File: src/rtl/ifu_pkg.sv
// ----------------------------------------------------------------------------
// ifu_pkg
// Shared constants and types for the instruction fetch unit.
//   XLEN             : data/address word width (32)
//   DEFAULT_RESET_PC : byte address fetched first after reset when the
//                      instantiating module does not override it
//   fetch_entry_t    : one fetch-queue entry, {fetch byte address, instruction}
// ----------------------------------------------------------------------------
package ifu_pkg;

   localparam int XLEN = 32;

   localparam logic [XLEN-1:0] DEFAULT_RESET_PC = 32'h0000_0000;

   typedef struct packed {
      logic [XLEN-1:0] pc;
      logic [XLEN-1:0] instr;
   } fetch_entry_t;

endpackage : ifu_pkg

File: src/rtl/ifu_fifo.sv
// ----------------------------------------------------------------------------
// ifu_fifo
// Small circular fetch queue holding fetch_entry_t records.
// Ports:
//   clk, rst_n : clock, asynchronous active-low reset
//   flush      : drop every entry (takes priority over push and pop)
//   push       : write push_data at the tail (ignored when full without a pop)
//   pop        : retire the head entry (ignored when empty)
//   push_data  : entry to enqueue
//   head       : entry currently at the head of the queue
//   full       : count == DEPTH
//   empty      : count == 0
// DEPTH must be a power of two so the pointers wrap by plain overflow.
// ----------------------------------------------------------------------------
module ifu_fifo
   import ifu_pkg::*;
#(
   parameter int DEPTH = 2
) (
   input  logic         clk,
   input  logic         rst_n,
   input  logic         flush,
   input  logic         push,
   input  logic         pop,
   input  fetch_entry_t push_data,
   output fetch_entry_t head,
   output logic         full,
   output logic         empty
);

   localparam int PTR_W = (DEPTH > 1) ? $clog2(DEPTH) : 1;
   localparam int CNT_W = $clog2(DEPTH + 1);

   fetch_entry_t     mem [DEPTH];
   logic [PTR_W-1:0] rd_ptr;
   logic [PTR_W-1:0] wr_ptr;
   logic [CNT_W-1:0] count;
   logic             do_push;
   logic             do_pop;

   // A push into a full queue is only legal when the head leaves in the same
   // cycle; flush overrides both so a redirect never keeps stale entries.
   assign do_pop  = pop && !empty && !flush;
   assign do_push = push && (!full || do_pop) && !flush;

   assign full  = (count == CNT_W'(DEPTH));
   assign empty = (count == '0);
   assign head  = mem[rd_ptr];

   // Storage needs no reset: nothing is visible until count says so.
   always_ff @(posedge clk) begin
      if (do_push) begin
         mem[wr_ptr] <= push_data;
      end
   end

   // Pointer and occupancy bookkeeping; the reset is asynchronous so entries
   // are discarded the moment rst_n falls.
   always_ff @(posedge clk or negedge rst_n) begin
      if (!rst_n) begin
         rd_ptr <= '0;
         wr_ptr <= '0;
         count  <= '0;
      end else if (flush) begin
         rd_ptr <= '0;
         wr_ptr <= '0;
         count  <= '0;
      end else begin
         if (do_push) begin
            wr_ptr <= wr_ptr + PTR_W'(1);
         end
         if (do_pop) begin
            rd_ptr <= rd_ptr + PTR_W'(1);
         end
         case ({do_push, do_pop})
            2'b10:   count <= count + CNT_W'(1);
            2'b01:   count <= count - CNT_W'(1);
            default: count <= count;
         endcase
      end
   end

endmodule : ifu_fifo

File: src/rtl/instruction_fetch_unit.sv
// ----------------------------------------------------------------------------
// instruction_fetch_unit
// Fetches one word per cycle from a combinational instruction memory into a
// small queue that feeds decode with a valid/ready handshake.
// Ports:
//   clk, rst_n     : clock, asynchronous active-low reset
//   imem_addr      : word index into instruction memory ({2'b00, pc[31:2]})
//   imem_instr     : instruction returned by memory in the same cycle
//   branch_taken   : redirect request from execute (flushes the queue)
//   branch_addr    : redirect byte address, bits [1:0] ignored
//   out_valid      : queue head is valid
//   out_ready      : decode accepts the head this cycle
//   out_instr      : head instruction (0 when the queue is empty)
//   out_pc         : head fetch address + 4 (0 when the queue is empty)
//   stall_cycles   : only with IFU_PERF_CNT_EN defined; saturating count of
//                    cycles with out_valid && !out_ready
// Parameters:
//   RESET_PC       : first fetch byte address after reset
//   FIFO_DEPTH     : queue entries, power of two, at least 2
// Optional feature macro: IFU_PERF_CNT_EN
// ----------------------------------------------------------------------------
module instruction_fetch_unit
   import ifu_pkg::*;
#(
   parameter logic [XLEN-1:0] RESET_PC   = DEFAULT_RESET_PC,
   parameter int              FIFO_DEPTH = 2
) (
   input  logic            clk,
   input  logic            rst_n,
   output logic [XLEN-1:0] imem_addr,
   input  logic [XLEN-1:0] imem_instr,
   input  logic            branch_taken,
   input  logic [XLEN-1:0] branch_addr,
   output logic            out_valid,
   input  logic            out_ready,
   output logic [XLEN-1:0] out_instr,
`ifdef IFU_PERF_CNT_EN
   output logic [XLEN-1:0] out_pc,
   output logic [XLEN-1:0] stall_cycles
`else
   output logic [XLEN-1:0] out_pc
`endif
);

   logic [XLEN-1:0] pc;
   logic            fifo_full;
   logic            fifo_empty;
   logic            push;
   logic            pop;
   fetch_entry_t    head;
   fetch_entry_t    fetched;

   // A redirect suppresses both handshakes for the cycle; otherwise the head
   // leaves whenever decode takes it, and a fetch happens whenever there is
   // (or is about to be) room for it.
   assign pop  = !branch_taken && !fifo_empty && out_ready;
   assign push = !branch_taken && (!fifo_full || pop);

   assign fetched.pc    = pc;
   assign fetched.instr = imem_instr;

   assign imem_addr = {2'b00, pc[XLEN-1:2]};

   // Outputs read as zero while the queue is empty so reset and flush leave
   // a clean, deterministic interface toward decode.
   assign out_valid = !fifo_empty;
   assign out_instr = fifo_empty ? '0 : head.instr;
   assign out_pc    = fifo_empty ? '0 : head.pc + XLEN'(4);

   // Program counter: redirect wins, otherwise advance on every fetch and
   // hold while the queue is full and stalled. Wraps naturally at 2^32.
   always_ff @(posedge clk or negedge rst_n) begin
      if (!rst_n) begin
         pc <= RESET_PC;
      end else if (branch_taken) begin
         pc <= {branch_addr[XLEN-1:2], 2'b00};
      end else if (push) begin
         pc <= pc + XLEN'(4);
      end
   end

   ifu_fifo #(
      .DEPTH     (FIFO_DEPTH)
   ) u_fifo (
      .clk       (clk),
      .rst_n     (rst_n),
      .flush     (branch_taken),
      .push      (push),
      .pop       (pop),
      .push_data (fetched),
      .head      (head),
      .full      (fifo_full),
      .empty     (fifo_empty)
   );

`ifdef IFU_PERF_CNT_EN
   // Back-pressure counter: counts cycles where decode refuses a valid head,
   // saturating instead of wrapping so long runs never read as small.
   always_ff @(posedge clk or negedge rst_n) begin
      if (!rst_n) begin
         stall_cycles <= '0;
      end else if (out_valid && !out_ready && (stall_cycles != '1)) begin
         stall_cycles <= stall_cycles + XLEN'(1);
      end
   end
`endif

endmodule : instruction_fetch_unit

File: config.mk
export PLATFORM = sky130hd
export DESIGN_NAME = instruction_fetch_unit
export DESIGN_NICKNAME = d
export VERILOG_FILES = /design/src/rtl/ifu_pkg.sv /design/src/rtl/ifu_fifo.sv /design/src/rtl/instruction_fetch_unit.sv
export SDC_FILE = /design/constraint.sdc
export NUM_CORES = 1
export LEC_CHECK = 0
export CORE_ASPECT_RATIO = 0.9
export CORE_MARGIN = 2
export CORE_UTILIZATION = 26
export DETAILED_ROUTE_END_ITERATION = 7
export PLACE_DENSITY = 0.52
export SLEW_MARGIN = 25
export SYNTH_ARGS = -nofsm -noshare
export SYNTH_HDL_FRONTEND = slang
export SYNTH_SLANG_ARGS = --single-unit
File: constraint.sdc
create_clock -name clk -period 5.65 [get_ports clk]
set_input_delay 1.13 -clock clk [delete_from_list [all_inputs] [get_ports clk]]
set_output_delay 1.13 -clock clk [all_outputs]
set_load 0.02 [all_outputs]
# Word level (Yosys, flattened, before mapping)
# Memories as Yosys holds them, arrays and structs flattened.
# Index checks and enable logic that the tools add are counted.
# classes
addsub	6
muxes	12
n_reduce_logical	17
eq_ne	3
# op_table
operator	n
32-bit two-way mux	4
32-bit by 3-bit adder with 32-bit output (second input constant)	2
1-bit logical AND	7
1-bit two-way mux	6
2-bit nonzero test	3
2-bit == test (second input constant)	2
2-bit one-hot mux with 2 select lines	1
1-bit zero test	3
3-bit nonzero test	1
1-bit adder (second input constant)	2
2-bit by 1-bit adder with 2-bit output (second input constant)	1
2-bit by 1-bit == test with 1-bit output (second input constant)	1
2-bit zero test	1
1-bit logical OR	2
2-bit two-way mux	1
2-bit by 1-bit subtractor with 2-bit output (second input constant)	1
# word_totals
elab_cells	43
reg_bits	36
n_memories	1
ram_bits	128
in_bits	68
# mem_list
name	words	word_bits	rd	rd_ports_with_merged_regs	write_ports	line_no	rtl
u_fifo.mem	2	64	1	0	1	ifu_fifo.sv:34	fetch_entry_t mem [DEPTH];

# Logic depth before layout (Yosys ltp)
# Gate-level depths: netlist of the first run.
# depth
ltp_word	12
ltp_mapped	13

# Hierarchy
# Synthesis of the first run repeated with hierarchy kept, for this count alone.
# hier_totals
hier_cells	604
hier_area_um2	7692.4
# by_module_without_submodules
module	cells_each	n_inst	area_each_um2
ifu_fifo	224	1	4853.4
instruction_fetch_unit	380	1	2839.0

# Worst setup path after synthesis of the first run
# No wires, ideal clock.
# synth_path
path_kind	input to register
startpoint	in branch_taken
endpoint	mem u_fifo.mem[0][0] in the netlist's numbering, enable pin
path_stages	3
path_buffers	0
setup_slack_ps	-1147
arrival_time_ps	6225
t_required_ps	5079
path_cell_list	nor3b_1 nand2b_1 nor3b_1
# synth_via
elab_chain_cells	10
word_cells_on_any_way	12
cone_classes	mux: 2; reduce/logical: 10
# synth_rtl
item	line_no	rtl
from (decl)	instruction_fetch_unit.sv:32	input logic branch_taken,
1-bit zero test (*)	n/a	
1-bit logical AND (2 in series)	instruction_fetch_unit.sv:56	assign pop = !branch_taken && !fifo_empty && out_ready;
1-bit logical AND (2 in series)	ifu_fifo.sv:43	assign do_pop = pop && !empty && !flush;
1-bit logical OR	ifu_fifo.sv:44	assign do_push = push && (!full || do_pop) && !flush;
1-bit logical AND	ifu_fifo.sv:44	
1-bit logical AND (*)	ifu_fifo.sv:44	
1-bit two-way mux (*)	ifu_fifo.sv:52	if (do_push) begin
1-bit two-way mux (not written as such) (*)	ifu_fifo.sv:53	mem[wr_ptr] <= push_data;
to (decl)	ifu_fifo.sv:34	
# Every way passes the cells marked *; elsewhere a longest branch is shown, timed or not.

# Final worst setup path of the first run
# layout_path
startpoint	reg u_fifo.rd_ptr
endpoint	out out_pc[29]
# layout_via
elab_chain_cells	3
# layout_rtl
item	line_no	rtl
from (decl)	ifu_fifo.sv:35	logic [PTR_W-1:0] rd_ptr;
from (signal assigned)	ifu_fifo.sv:73	rd_ptr <= rd_ptr + PTR_W'(1);
memory read 2 x 64 bit	n/a	
32-bit by 3-bit adder with 32-bit output	instruction_fetch_unit.sv:68	assign out_pc = fifo_empty ? '0 : head.pc + XLEN'(4);
32-bit two-way mux	instruction_fetch_unit.sv:68	
to (decl)	instruction_fetch_unit.sv:41	output logic [XLEN-1:0] out_pc
# No other way between the ends.

==> metrics.csv, run 1 <==
metric,value,unit
outcome,finished clean,
crit_arrival,3920,ps
initial_utilization,26.4,%
p_clk_share,24.6,%
fill_cells,2938,
instances_no_fill,1186,
synth_top_area_share,48.7,%
die_h,167,um
clock_latency,420,ps
postLayoutCoreUtil,35.3,%
numClockSinks,158,
worst_slack,604,ps
worst_ep_required_time,4520,ps
hp-class,flop to flop,
nNetsFinal,848,
finalCritPeriodShare,89.3,%
relSlewSlack,44.3,%
htree_levels,4,
synthTopCellsByArea,"edfxtp_1 (49%), dfrtp_1 (11%), mux2i_1 (6.4%), xnor2_1 (4.7%), nand2_1 (3.2%)",
hold_ws,553,ps
dpl.hpwl,14100,um
clock-root-buffer,clkbuf_16,
grt_pass1_vias,5229,
track_usage,13.1,%
internal-power,0.00288,W
end_kind,output port,
die_area,30800,um2
wl_per_cell,17.0,um
multi_input_area,2850,um2
slew_violations,0,
rsz0062_at_grt,false,
grt_max_degree,67,
yosysMostFrequentCell,edfxtp_1,
hold_viol,0,
place_congestion,0.743,
ys.flop_type,edfxtp_1,
power_frac_comb,38.0,%
cts-hold-fix-buffers,0,
startpoint_type,flop,
synthArstFlopShare,21.5,%
clockBufferDepth,2,
synthTopCellsByCount,"edfxtp_1 (124), nand2_1 (65), nor2_1 (62), mux2i_1 (49), xnor2_1 (41)",
finalSetupViolations,0,
die_x,185,um
drc,0,
vias,5269,
portBuffers,158,
clock_skew,14.5,ps
via_per_inst,4.44,
worst-path-max-fanout,65,
maxCapViolations,0,
ys_types,54,
dp_cells,1153,
leakagePower,3.42,nW
synth_area,7650,um2
cts_tree,built,
coreArea,28900,um2
yosysWarnings,0,
synth-seq-cells,158,
criticalPathCategory,flop to output port,
place_ws,1010,ps
rows,59,
area_delta_synth_final,33.4,%
switching_power,0.00168,W
antenna_found_initial,1,
fmax,198,MHz
finalSetupTns,0,ps
synth_edf_count,124,
io_pins,165,
min_period,5050,ps
drt_iter0_drc,257,
first_pass_iters,4,
postRouteAntennaNets,0,
p_seq_share,37.4,%
drive_gt1_share,10.3,%
avgSynthCellArea,12.2,um2
post_cts_resized,0,
overflow,0,
synth-seq-area-share,59.8,%
worstMarginPinSlew,835,ps
drt-total-wl,20100,um
powerDensity,447,nW/um2
synth_top_area_cell,edfxtp_1,
postCtsSetupRepairBufs,0,
ir_worst_vdd,0.220,mV
seq_area,4580,um2
swShare,36.8,%
cts-buffers-inserted,17,
clkSlewWorstSetupHoldPaths,70,ps
grt_first_pass_wirelength,30400,um
syn_inst,627,
final timing paths:
check / startpoint / to / slack [ps] / cells after the start
max in group asynchronous: rst_n / u_fifo.rd_ptr$_DFFE_PN0P_ / 4230 / 1
min reg2reg: u_fifo.count[0]$_DFFE_PN0P_ / u_fifo.count[0]$_DFFE_PN0P_ / 550 / 2
max reg2reg: u_fifo.count[0]$_DFFE_PN0P_ / u_fifo.mem[0][45]$_DFFE_PP_ / 2460 / 7
min: u_fifo.count[0]$_DFFE_PN0P_ / u_fifo.count[0]$_DFFE_PN0P_ / 550 / 2
min in group asynchronous: rst_n / pc[21]$_DFFE_PN0N_ / 810 / 1
max: u_fifo.rd_ptr$_DFFE_PN0P_ / out_pc[29] / 600 / 5
routing by layer:
metal / share of wire (%) / track usage, % / wire length (um)
met2: 48 / 21.6 / 9710
met3: 3.1 / 2.58 / 618
met4: 1.0 / 3.24 / 208
met1: 48 / 17.7 / 9600
met5: 0 / 0 / 0
cells in the final DEF, fill, tap and decap left out, drive strengths merged, types with 7 or more instances in the layout:
cell and instances:
clkdlybuf4s50 156, edfxtp 124, nand2 65, nor2 62
mux2i 49, xnor2 41, o21ai 41, dfrtp 34
nand3 27, inv 19, clkbuf 17, nand4 17
nor4 16, buf 11, mux2 9, a21oi 8
nor3 8, nand4b 7
logic make-up after synthesis:
group | share of synthesized area (%)
buffers and inverters | 3.50
flip-flops | 59.8
multiplexers | 7.73
AND/OR/NAND/NOR | 17.2
other | 0.0490
XOR/XNOR | 5.26
adder cells (fa/ha/maj) | 0.654
AO/OA/AOI/OAI | 5.87
area by class of cell:
type | instances | share of cell area [%]
inverter | 14 | 0.515
clock buffer | 17 | 4.17
sequential | 158 | 44.8
antenna | 1 | 0.0245
multi-input combinational | 418 | 27.9
clock inverter | 15 | 1.54
tap | 396 | 4.85
timing repair buffer | 167 | 16.2
through the flow:
step | total power, W | instance area (um2)
2_1_floorplan | 0.00271 | 7670
3_3_place_gp | 0.00349 | 9620
3_5_place_dp | 0.00350 | 9630
4_1_cts | 0.00463 | 10200
5_1_grt | 0.00480 | 10200
6_report | 0.00456 | 10200
registers in the layout (all words and copies together) (netlist names):
name and count:
u_fifo.wr_ptr 1, u_fifo.count 2, u_fifo.rd_ptr 1, pc 30, u_fifo.mem 124
power groups by stage:
stage | Sequential (W) | Combinational, W | Clock, W
6_report | 0.00171 | 0.00173 | 0.00112
5_1_grt | 0.00174 | 0.00187 | 0.00120
4_1_cts | 0.00171 | 0.00177 | 0.00116
3_5_place_dp | 0.00173 | 0.00176 | 0
3_3_place_gp | 0.00172 | 0.00176 | 0
2_1_floorplan | 0.00167 | 0.00104 | 0
worst max-delay path, cell delays in order (launching register included):
cell             delay, ps
dfrtp_4                890
nand3_1                270
a22oi_4                380
nand4_1                490
o31ai_1                700
clkdlybuf4s50_1        730
Power figures use the tool's default switching activity.
==> run 2, diff against run 1 <==
Settings changed: CORE_UTILIZATION 26 to 46, GPL_ROUTABILITY_DRIVEN set to 0, PLACE_DENSITY 0.52 to 0.8.
==> metrics.csv, run 2 (same netlist as run 1, synthesis figures left out) <==
metric,value,unit,change
grt_util_met1,28.0,%,+10 points
vias,5395,,+2.4%
worstMarginPinSlew,821,ps,-14.4 ps
finalSetupTns,0,ps,unchanged
die_x,140,um,-24%
maxCapViolations,0,,unchanged
path_cells,nand4_1 > a22oi_4 > nand4_1 > or4_1 > o21ai_1 > clkdlybuf4s50_1,,
wl_per_cell,17.6,um,+3.5%
gr-max-usage-layer,met2,,
first_pass_iters,4,,unchanged
finalSetupViolations,0,,unchanged
drc,0,,unchanged
r2r_end,u_fifo.mem[1][21]$_DFFE_PP_,,
internal-power,0.00295,W,+2.5%
worstHoldEndpoint,u_fifo.count[0]$_DFFE_PN0P_,,
rsz0062_at_grt,false,,
cts-hold-fix-buffers,0,,unchanged
relSlewSlack,45.3,%,+0.96 points
powerDensity,455,nW/um2,+1.9%
reg_top3,"u_fifo.mem (124), pc (30), u_fifo.count (2)",,
r2r_setup_slack,2510,ps,+50 ps
final_cell_mix,"clkdlybuf4s50_1 (157), edfxtp_1 (124), nand2_1 (65)",,
drive_gt1_share,9.77,%,-0.49 points
via_per_inst,5.42,,+22%
dpl.hpwl,12300,um,-13%
track_usage,20.2,%,+7.1 points
portBuffers,158,,unchanged
path_common_cell,nand4_1,,
worst-path-max-fanout,66,,+1.5%
swShare,35.0,%,-1.9 points
postCtsSetupRepairBufs,0,,unchanged
hp-class,flop to flop,,
largest_reg_flops,124,,unchanged
slowest_delay,880,ps,about the same
holdCritStartpoint,u_fifo.count[0]$_DFFE_PN0P_,,
grt_pass1_vias,5303,,+1.4%
cts_tree,built,,
p_seq_share,37.6,%,+0.2 points
hold_ws,562,ps,+9.19 ps
die_h,126,um,-24%
max_flop_register,u_fifo.mem,,
final_common_cell,clkdlybuf4s50_1,,
overflow,0,,unchanged
nNetsFinal,848,,unchanged
clock_skew,7.67,ps,-6.79 ps
hold_viol,0,,unchanged
diodes,0,,-1
min_period,4990,ps,-60.3 ps
cts-buffers-inserted,17,,unchanged
switching_power,0.00159,W,-5.6%
r2r_cells,6,,-1
grt.met2_usage,31.7,%,+10 points
io_pins,165,,unchanged
crit_buf_inv,1,,unchanged
die_area,17700,um2,-43%
criticalPathCategory,flop to output port,,
clockBufferDepth,2,,unchanged
grt_use_met3,5.13,%,+2.6 points
slew_violations,0,,unchanged
rows,44,,-25%
startpoint_type,flop,,
cp_top_family,simple AND/OR/NAND/NOR gates,,
hold-path-cell-count,2,,unchanged
p_clk_share,25.1,%,+0.5 points
post_cts_resized,0,,unchanged
power_frac_comb,37.2,%,-0.8 points
ir_worst_vdd,0.313,mV,+42%
grt_first_pass_wirelength,28000,um,-7.9%
fmax,201,MHz,+1.2%
drt_iter0_drc,322,,+25%
worst_ep_required_time,4520,ps,about the same
end_kind,output port,,
outcome,finished clean,,
area_delta_synth_final,30.4,%,
initial_utilization,47.3,%,+21 points
timing.rr.start,u_fifo.count[0]$_DFFE_PN0P_,,
leakagePower,3.43,nW,+0.22%
htree_levels,4,,unchanged
numClockSinks,158,,unchanged
finalCritPeriodShare,88.2,%,-1.1 points
cpMaxStageDelayCell,dfrtp_4,,
postRouteAntennaNets,0,,unchanged
clock-root-buffer,clkbuf_16,,
clock_latency,420,ps,about the same
coreArea,16200,um2,-44%
grt_max_degree,67,,unchanged
drt-total-wl,17500,um,-13%
crit_arrival,3860,ps,-60 ps
clkSlewWorstSetupHoldPaths,60,ps,about the same
antenna_found_initial,0,,-1
-- run 2: changes by cell type in the layout (fill, tap and decap cells not counted), moves of 2 or more --
cell	change
bufinv_16	+2
clkinvlp_4	-2
inv_6	-3
clkbuf_1	+2
-- run 2: worst min-delay path, cell delays in order (launching register included) --
cell and delay (ps):
dfrtp_1 370, xnor2_1 80, nor2_1 70
-- run 2: worst max path at each step --
stage	from	endpoint	slack (ps)	depth (start not counted)
after floorplan	branch_taken	u_fifo.mem[0][0]$_DFFE_PP_	1070	3
after global placement	u_fifo.rd_ptr$_DFFE_PN0P_	out_pc[25]	1250	6
after detailed placement	u_fifo.rd_ptr$_DFFE_PN0P_	out_pc[21]	1130	6
after CTS	u_fifo.rd_ptr$_DFFE_PN0P_	out_pc[21]	660	6
after global routing	u_fifo.rd_ptr$_DFFE_PN0P_	out_pc[21]	390	6
final	u_fifo.rd_ptr$_DFFE_PN0P_	out_pc[21]	660	6
-- run 2: area by class of cell --
type,count,area [um2]
clock buffer,19,433
clock inverter,12,163
fill,1232,6210
inverter,14,52.6
multi-input combinational,418,2850
sequential,158,4580
tap,207,259
timing repair buffer,167,1640
-- run 2: per-layer routing --
metal | vias up | wire length (um) | part of all wire [%]
met2 | 204 | 8040 | 46
li1 | 2575 | - | -
met5 | - | 0 | 0
met3 | 31 | 1160 | 6.6
met4 | 0 | 325 | 1.9
met1 | 2585 | 7960 | 46
-- run 2: through the flow --
stage / power [W] / setup slack (ps) / std cells / cell area, um2 / util, %
finish: 0.00454 / 664 / 995 / 9980 / 61.6
detailed placement: 0.00342 / 1130 / 964 / 9380 / 57.9
global route: 0.00477 / 389 / 995 / 9980 / 61.6
global placement: 0.00337 / 1250 / 964 / 9380 / 57.9
floorplan: 0.00271 / 1070 / 630 / 7670 / -
CTS: 0.00457 / 663 / 995 / 9970 / 61.6
-- run 2: power groups by stage --
| stage | logic [W] | registers, W | clock network (W) |
|---|---|---|---|
| 5_1_grt | 0.00182 | 0.00174 | 0.00121 |
| 2_1_floorplan | 0.00104 | 0.00167 | 0 |
| 4_1_cts | 0.00170 | 0.00171 | 0.00116 |
| 6_report | 0.00169 | 0.00171 | 0.00114 |
| 3_3_place_gp | 0.00166 | 0.00171 | 0 |
| 3_5_place_dp | 0.00169 | 0.00173 | 0 |
==> run 3, diff against run 2 <==
Settings changed: SLEW_MARGIN 25 to not set.
==> metrics.csv, run 3 (same netlist as run 1, synthesis figures left out) <==
metric,value,unit,change
final_common_cell,clkdlybuf4s50_1,,
worst_ep_required_time,4520,ps,about the same
portBuffers,158,,unchanged
final_cell_mix,"clkdlybuf4s50_1 (157), edfxtp_1 (124), nand2_1 (65)",,
antenna_found_initial,0,,unchanged
r2r_setup_slack,2650,ps,+140 ps
htree_levels,4,,unchanged
grt_first_pass_wirelength,28000,um,unchanged
nNetsFinal,848,,unchanged
leakagePower,3.42,nW,about the same
post_cts_resized,0,,unchanged
relSlewSlack,26.5,%,-19 points
worstHoldEndpoint,u_fifo.mem[1][54]$_DFFE_PP_,,
rsz0062_at_grt,false,,
cts_tree,built,,
hp-class,flop to flop,,
numClockSinks,158,,unchanged
min_period,5000,ps,+10.5 ps
hold_viol,0,,unchanged
rows,44,,unchanged
powerDensity,455,nW/um2,about the same
maxCapViolations,0,,unchanged
diodes,0,,unchanged
clock_latency,420,ps,about the same
fmax,200,MHz,-0.21%
postRouteAntennaNets,0,,unchanged
drc,0,,unchanged
dpl.hpwl,12300,um,unchanged
overflow,0,,unchanged
criticalPathCategory,flop to output port,,
reg_top3,"u_fifo.mem (124), pc (30), u_fifo.count (2)",,
slew_violations,0,,unchanged
drt-total-wl,17500,um,-0.14%
coreArea,16200,um2,unchanged
ir_worst_vdd,0.313,mV,-0.10%
via_per_inst,5.42,,about the same
timing.rr.start,u_fifo.count[0]$_DFFE_PN0P_,,
r2r_end,u_fifo.mem[1][17]$_DFFE_PP_,,
clockBufferDepth,2,,unchanged
power,0.00454,W,about the same
worst-path-max-fanout,66,,unchanged
hold-path-cell-count,0,,-2
clock-root-buffer,clkbuf_16,,
die_x,140,um,unchanged
clock_skew,7.64,ps,-0.0269 ps
largest_reg_flops,124,,unchanged
vias,5392,,-0.056%
finalCritPeriodShare,88.4,%,+0.19 points
cts-hold-fix-buffers,0,,unchanged
io_pins,165,,unchanged
area_delta_synth_final,30.3,%,about the same
initial_utilization,47.3,%,unchanged
finalSetupTns,0,ps,unchanged
drt_iter0_drc,304,,-5.6%
wl_per_cell,17.6,um,-0.14%
startpoint_type,flop,,
drive_gt1_share,9.77,%,unchanged
grt_max_degree,67,,unchanged
clkSlewWorstSetupHoldPaths,60,ps,about the same
die_h,126,um,unchanged
end_kind,output port,,
outcome,finished clean,,
postCtsSetupRepairBufs,0,,unchanged
first_pass_iters,5,,+1
max_flop_register,u_fifo.mem,,
die_area,17700,um2,unchanged
worstMarginPinSlew,1100,ps,+281 ps
crit_arrival,3870,ps,about the same
finalSetupViolations,0,,unchanged
cts-buffers-inserted,17,,unchanged
r2r_cells,6,,unchanged
track_usage,20.2,%,unchanged
grt_pass1_vias,5303,,unchanged
holdCritStartpoint,pc[22]$_DFFE_PN0N_,,
run 3: cell counts in the layout (fill, tap and decap cells not counted):
No cell type changed its count.
run 3: critical path, cell delays in order, from the launching register on:
cell and delay (ps):
dfrtp_4 880, nand4_1 310, a22oi_4 370, nand4_1 470, or4_1 640, o21ai_1 90, clkdlybuf4s50_1 670
run 3: worst max path at each step:
stage	startpoint	endpoint	slack (ps)	cells after the start
floorplan	branch_taken	u_fifo.mem[0][0]$_DFFE_PP_	1070	3
CTS	u_fifo.rd_ptr$_DFFE_PN0P_	out_pc[21]	660	6
finish	u_fifo.rd_ptr$_DFFE_PN0P_	out_pc[21]	650	6
detailed placement	u_fifo.rd_ptr$_DFFE_PN0P_	out_pc[21]	1130	6
global placement	u_fifo.rd_ptr$_DFFE_PN0P_	out_pc[25]	1250	6
global route	u_fifo.rd_ptr$_DFFE_PN0P_	out_pc[21]	390	6
run 3: area by class of cell:
class,count,area (um2)
sequential,158,4580
tap,207,259
fill,1232,6210
multi-input combinational,418,2840
inverter,14,52.6
timing repair buffer,167,1640
clock inverter,12,163
clock buffer,19,433
run 3: routing by layer:
metal	global-route usage (%)	part of all wire, %
met5	0	0
met4	6.53	1.9
met3	5.13	6.5
met2	31.7	46
met1	28.0	46
run 3: report_power, final:
part | internal [W] | switching, W
clock network | 0.000697 | 0.000443
registers | 0.00152 | 0.000190
logic | 0.000736 | 0.000952
total | 0.00295 | 0.00159
run 3: per-stage QoR:
| stage | utilization [%] | hold slack (ps) | std cells | worst slack (ps) | instance area (um2) |
|---|---|---|---|---|---|
| global placement | 57.9 | 527 | 964 | 1250 | 9380 |
| floorplan | - | 510 | 630 | 1070 | 7670 |
| detailed placement | 57.9 | 545 | 964 | 1130 | 9380 |
| finish | 61.6 | 562 | 995 | 654 | 9970 |
| CTS | 61.6 | 561 | 995 | 663 | 9970 |
| global route | 61.6 | 604 | 995 | 389 | 9970 |
